==> config.mk <==
export PLATFORM = sky130hd
export DESIGN_NAME = key_sw_input_conditioner
export DESIGN_NICKNAME = d
export VERILOG_FILES = /design/src/rtl/key_sw_input_conditioner_pkg.sv /design/src/rtl/debounce_chan.sv /design/src/rtl/key_sw_input_conditioner.sv
export SDC_FILE = /design/constraint.sdc
export NUM_CORES = 1
export LEC_CHECK = 0
export CAP_MARGIN = 20
export CORE_MARGIN = 3
export CORE_UTILIZATION = 58
export DETAILED_ROUTE_END_ITERATION = 12
export PLACE_DENSITY = 0.79
export SYNTH_ARGS = -nofsm -noshare
export SYNTH_HDL_FRONTEND = slang
export SYNTH_SLANG_ARGS = --single-unit
==> constraint.sdc <==
create_clock -name clk -period 2.4 [get_ports clk]
set_input_delay 0.36 -clock clk [delete_from_list [all_inputs] [get_ports clk]]
set_output_delay 0.36 -clock clk [all_outputs]
set_load 0.01 [all_outputs]
==> src/rtl/key_sw_input_conditioner_pkg.sv <==
`default_nettype none
// +--------------------------------------------------------------------------+
// | input_cond_pkg                                                           |
// | Shared sizes and constants for the KEY/SW input conditioner.             |
// | Revision: 1.0                                                            |
// +--------------------------------------------------------------------------+
package input_cond_pkg;
   localparam int N_KEY = 4;
   localparam int N_SW  = 10;
   localparam int N_IN  = N_KEY + N_SW;

   // KEYs occupy the low channels and are wired active low on the board
   localparam logic [N_IN-1:0] KEY_ACTIVE_LOW_MASK = {{N_SW{1'b0}}, {N_KEY{1'b1}}};

   localparam int DEBOUNCE_1MS_50MHZ = 50000;
endpackage
`default_nettype wire

==> src/rtl/debounce_chan.sv <==
`default_nettype none
// +--------------------------------------------------------------------------+
// | debounce_chan                                                            |
// | One channel: 2-flop sync, polarity fix, counter debounce, edge pulses.   |
// | Revision: 1.0                                                            |
// +--------------------------------------------------------------------------+
module debounce_chan
   import input_cond_pkg::*;
#(
   parameter int   DEBOUNCE_CYCLES = DEBOUNCE_1MS_50MHZ,
   parameter logic ACTIVE_LOW      = 1'b0
) (
   input  logic clk,
   input  logic rst_n,
   input  logic raw_i,
   output logic level_o,
   output logic rise_o,
   output logic fall_o
);

   localparam int               c_cnt_w    = $clog2(DEBOUNCE_CYCLES + 1);
   localparam logic [c_cnt_w-1:0] c_cnt_last = c_cnt_w'(DEBOUNCE_CYCLES - 1);

   logic               r_s1;
   logic               r_s2;
   logic [c_cnt_w-1:0] r_cnt;
   logic               r_level;
   logic               r_level_d;
   logic               r_rise;
   logic               r_fall;
   logic               w_norm;

   assign w_norm = r_s2 ^ ACTIVE_LOW;

   always_ff @(posedge clk) begin
      if (!rst_n) begin
         // Sync flops start at the pin's idle level so no false edge follows reset
         r_s1      <= ACTIVE_LOW;
         r_s2      <= ACTIVE_LOW;
         r_cnt     <= '0;
         r_level   <= 1'b0;
         r_level_d <= 1'b0;
         r_rise    <= 1'b0;
         r_fall    <= 1'b0;
      end else begin
         r_s1      <= raw_i;
         r_s2      <= r_s1;
         r_level_d <= r_level;
         r_rise    <= r_level & ~r_level_d;
         r_fall    <= ~r_level & r_level_d;
         if (w_norm == r_level) begin
            r_cnt <= '0;
         end else if (r_cnt == c_cnt_last) begin
            r_level <= w_norm;
            r_cnt   <= '0;
         end else begin
            r_cnt <= r_cnt + c_cnt_w'(1);
         end
      end
   end

   assign level_o = r_level;
   assign rise_o  = r_rise;
   assign fall_o  = r_fall;

endmodule
`default_nettype wire

==> src/rtl/key_sw_input_conditioner.sv <==
`default_nettype none
// +--------------------------------------------------------------------------+
// | key_sw_input_conditioner                                                 |
// | Debounced KEY/SW levels, edge pulses and sticky maskable interrupts.     |
// | Revision: 1.0                                                            |
// +--------------------------------------------------------------------------+
module key_sw_input_conditioner
   import input_cond_pkg::*;
#(
   parameter int              N_IN            = input_cond_pkg::N_IN,
   parameter int              DEBOUNCE_CYCLES = input_cond_pkg::DEBOUNCE_1MS_50MHZ,
   parameter logic [N_IN-1:0] ACTIVE_LOW_MASK = input_cond_pkg::KEY_ACTIVE_LOW_MASK
) (
   input  logic            clk,
   input  logic            rst_n,
   input  logic [N_IN-1:0] raw_i,
   input  logic [N_IN-1:0] irq_en_i,
   input  logic [N_IN-1:0] irq_clr_i,
   output logic [N_IN-1:0] level_o,
   output logic [N_IN-1:0] rise_o,
   output logic [N_IN-1:0] fall_o,
   output logic [N_IN-1:0] pending_o,
   output logic            irq_o
);

   logic [N_IN-1:0] r_pending;

   for (genvar gi = 0; gi < N_IN; gi++) begin : g_chan
      debounce_chan #(
         .DEBOUNCE_CYCLES (DEBOUNCE_CYCLES),
         .ACTIVE_LOW      (ACTIVE_LOW_MASK[gi])
      ) u_chan (
         .clk     (clk),
         .rst_n   (rst_n),
         .raw_i   (raw_i[gi]),
         .level_o (level_o[gi]),
         .rise_o  (rise_o[gi]),
         .fall_o  (fall_o[gi])
      );
   end

   // Set term is OR-ed after the clear so a rise coinciding with a clear is kept
   always_ff @(posedge clk) begin
      if (!rst_n) begin
         r_pending <= '0;
      end else begin
         r_pending <= (r_pending & ~irq_clr_i) | (rise_o & irq_en_i);
      end
   end

   assign pending_o = r_pending;
   assign irq_o     = |r_pending;

endmodule
`default_nettype wire

==> flow_metrics.env <==
export IMPL_status="completed"
export IMPL_post_cts_setup_buffers=0
export IMPL_grt_pass1_wl_um=42900
export IMPL_post_synth_top_area_fraction_pct=48.9
export IMPL_vias_per_cell=5.33
export IMPL_antenna_found_initial=1
export IMPL_drive_gt1_share_pct=5.14
export IMPL_syn_area_um2=13200
export IMPL_cp_depth=3
export IMPL_overflow=0
export IMPL_core_um2=22100
export IMPL_timing_final_ws_setup_ns=0.149
export IMPL_dieArea_um2=24600
export IMPL_yosysWarnings=0
export IMPL_r2r_start="g_chan[10].u_chan.r_cnt[0]"
export IMPL_gp_congestion=0.833
export IMPL_startpoint_type="register"
export IMPL_rsz0062_at_grt="false"
export IMPL_wl_um=25100
export IMPL_wl_per_cell_um=13.6
export IMPL_power_frac_comb_pct=1.7
export IMPL_ioPinCount=101
export IMPL_nFillCells=1726
export IMPL_drtIter0Drc=593
export IMPL_worstPathMaxFanout=3
export IMPL_hold_buffers=0
export IMPL_port_buffers=100
export IMPL_post_route_period_util_pct=93.8
export IMPL_hp_class="input port to register"
export IMPL_syn_area_per_cell_um2=9.05
export IMPL_p_leak_nw=5.10
export IMPL_synth_seq_cells=322
export IMPL_tightest_slew_ns=0.588
export IMPL_path_cells="nor4_2 > nand4_1 > clkdlybuf4s50_1"
export IMPL_critPathBufInv=1
export IMPL_mostFrequentLayoutCell="dfxtp_1"
export IMPL_synthCells=1455
export IMPL_fin_setup_tns_ns=0
export IMPL_finalPower_mw=11.0
export IMPL_seq_area_um2=6450
export IMPL_fin_skew_ns=0.00896
export IMPL_cts_num_sinks=322
export IMPL_synth_nets=1513
export IMPL_internal_power_mw=8.89
export IMPL_setup_viol=0
export IMPL_rrSetupSlack_ns=0.41
export IMPL_p_seq_share_pct=48.9
export IMPL_clkPwrFrac_pct=49.4
export IMPL_finalCriticalPeriod_ns=2.25
export IMPL_die_x_um=157
export IMPL_ctsHtreeMaxLevel=2
export IMPL_cts_root_buf="clkbuf_16"
export IMPL_drtAntennaViolNets=0
export IMPL_grt_usage_pct=20.6
export IMPL_dp_hpwl_um=16800
export IMPL_area_growth_pct=16.7
export IMPL_cts_tree="built"
export IMPL_multiInputGateArea_um2=6080
export IMPL_worstSetupPathType="register to primary output"
export IMPL_max_freq_mhz=444
export IMPL_start_util_pct=59.6
export IMPL_die_y_um=157
export IMPL_drv_cap=0
export IMPL_grt_pass1_vias=9494
export IMPL_rows=54
export IMPL_cp_arrival_ns=1.89
export IMPL_post_place_ws_ns=0.456
export IMPL_clk_latency_ns=0.50
export IMPL_max_clock_path_buffers=3
export IMPL_swShare_pct=19.4
export IMPL_ys_top_cells_by_area="dfxtp_1 49%, xnor2_1 10%, nor2_1 8.0%"
export IMPL_synth_distinct_cells=44
export IMPL_crit_start="pending_o[3]"
export IMPL_mostFrequentLayoutCells="322 x dfxtp_1, 280 x nor2_1, 152 x xnor2_1"
export IMPL_drtPass1Iterations=5
export IMPL_vias=9787
export IMPL_endpoint_kind="primary output"
export IMPL_ff2ff_path_depth=6
export IMPL_peakVddDrop_mv=0.702
export IMPL_critPathRequiredTime_ns=2.04
export IMPL_maxSlewViolCount=0
export IMPL_cp_top_family="simple AND/OR/NAND/NOR gates"
export IMPL_endpoint="irq_o"
export IMPL_nNetsFinal=1591
export IMPL_relSlewSlack_pct=60.7
export IMPL_max_stage_delay_ns=0.49
export IMPL_switchingPower_mw=2.14
export IMPL_grt_max_degree=46
export IMPL_yosys_area_top_type="dfxtp_1"
export IMPL_cp_slowest_cell="clkdlybuf4s50_1"
export IMPL_synth_seq_area_share_pct=48.9
export IMPL_hold_viol_final=0
export IMPL_power_density_nw_per_um2=718
export IMPL_cts_buffers=34
export IMPL_path_clk_slew_ns=0.06
export IMPL_drc_errors=0
export IMPL_r2r_end="g_chan[10].u_chan.r_cnt[9]"
export IMPL_num_antenna_cells=0
==> timing repair <==
item / 4_1_cts / 5_1_grt
resized for setup: 1 / 0
hold endpoints to repair: 0 / 0
setup endpoints to repair: 1 / 0
==> power by group through the flow <==
stage	sequential (mW)	clock, mW	combinational [mW]
3_3_place_gp	5.51	0	0.182
6_report	5.39	5.45	0.184
2_1_floorplan	5.50	0	0.0865
3_5_place_dp	5.51	0	0.185
4_1_cts	5.39	5.58	0.187
5_1_grt	5.39	5.81	0.203
==> cells by family (layout without fill, tap and decap cells) <==
logic type	after synthesis	after routing	share of synthesized area, %
AOI/OAI and AO/OA	25	25	1.52
DFF	322	322	48.9
xor gates and xnor gates	209	209	13.9
buffers and inverters	125	227	4.94
and+or+nand+nor	747	747	28.4
adders and majority gates	14	14	1.33
muxes	13	13	0.988
==> sequential cells by signal, summed over array words and instances (netlist names) <==
name                     cells
g_chan.u_chan.r_cnt        224
g_chan.u_chan.r_level_d     14
g_chan.u_chan.r_s1          14
g_chan.u_chan.fall_o        14
g_chan.u_chan.level_o       14
pending_o                   14
g_chan.u_chan.rise_o        14
g_chan.u_chan.r_s2          14
==> metrics by stage <==
step / hold slack, ns / cells / util [%] / instance area (um2)
after floorplan: 0.386 / 1455 / - / 13200
after global placement: 0.391 / 1777 / 64.2 / 14200
after detailed placement: 0.391 / 1777 / 64.2 / 14200
after CTS: 0.288 / 1837 / 69.5 / 15400
after global routing: 0.317 / 1837 / 69.5 / 15400
final: 0.293 / 1837 / 69.5 / 15400
==> how the worst min path moves through the flow <==
stage | from | end | slack, ns | cells past startpoint
floorplan | g_chan[0].u_chan.r_s1 | g_chan[0].u_chan.r_s2 | 0.39 | 1
global placement | g_chan[3].u_chan.r_s1 | g_chan[3].u_chan.r_s2 | 0.39 | 1
detailed placement | g_chan[3].u_chan.r_s1 | g_chan[3].u_chan.r_s2 | 0.39 | 1
CTS | rst_n | g_chan[3].u_chan.r_s2 | 0.29 | 2
global route | rst_n | g_chan[3].u_chan.r_s1 | 0.32 | 2
finish | rst_n | g_chan[3].u_chan.r_s2 | 0.29 | 2
==> cell type report <==
type,instances,area share (%)
inverter,53,1.29
clock inverter,9,0.969
sequential,322,42.0
multi-input combinational,1008,39.6
timing repair buffer,114,7.18
clock buffer,51,6.74
tap,280,2.28
==> synthesized netlist by cell type <==
cell type	instances
a31o_2	2
buf_6	1
nor4_1	67
nor3b_1	2
mux2i_1	13
nor4bb_1	7
nand2b_1	25
clkbuf_1	23
nand3_1	82
buf_2	4
nor2_1	280
inv_1	53
o21ai_1	1
nor2b_1	11
nor4b_1	10
nand3_4	1
buf_4	42
a21oi_1	1
and3_1	17
nor3_1	38
or2_2	1
nand2_1	86
a21o_1	2
nand4b_1	2
nand4_1	63
o211ai_2	3
or3_1	8
xnor2_1	152
or4bb_1	3
and4_1	9
and4b_1	2
and2_1	27
xor2_1	57
buf_1	1
dfxtp_1	322
nand3b_1	1
o21ai_0	1
a21boi_0	14
buf_8	1
or4_4	2
or4_1	2
nand3_2	1
a41o_1	1
ha_1	14
==> layer usage <==
metal | track usage, % | part of all wire (%)
met1 | 26.1 | 45
met2 | 35.6 | 48
met3 | 3.43 | 3.9
met4 | 7.04 | 2.6
met5 | 0 | 0.076
(Power assumes the default switching activity.)
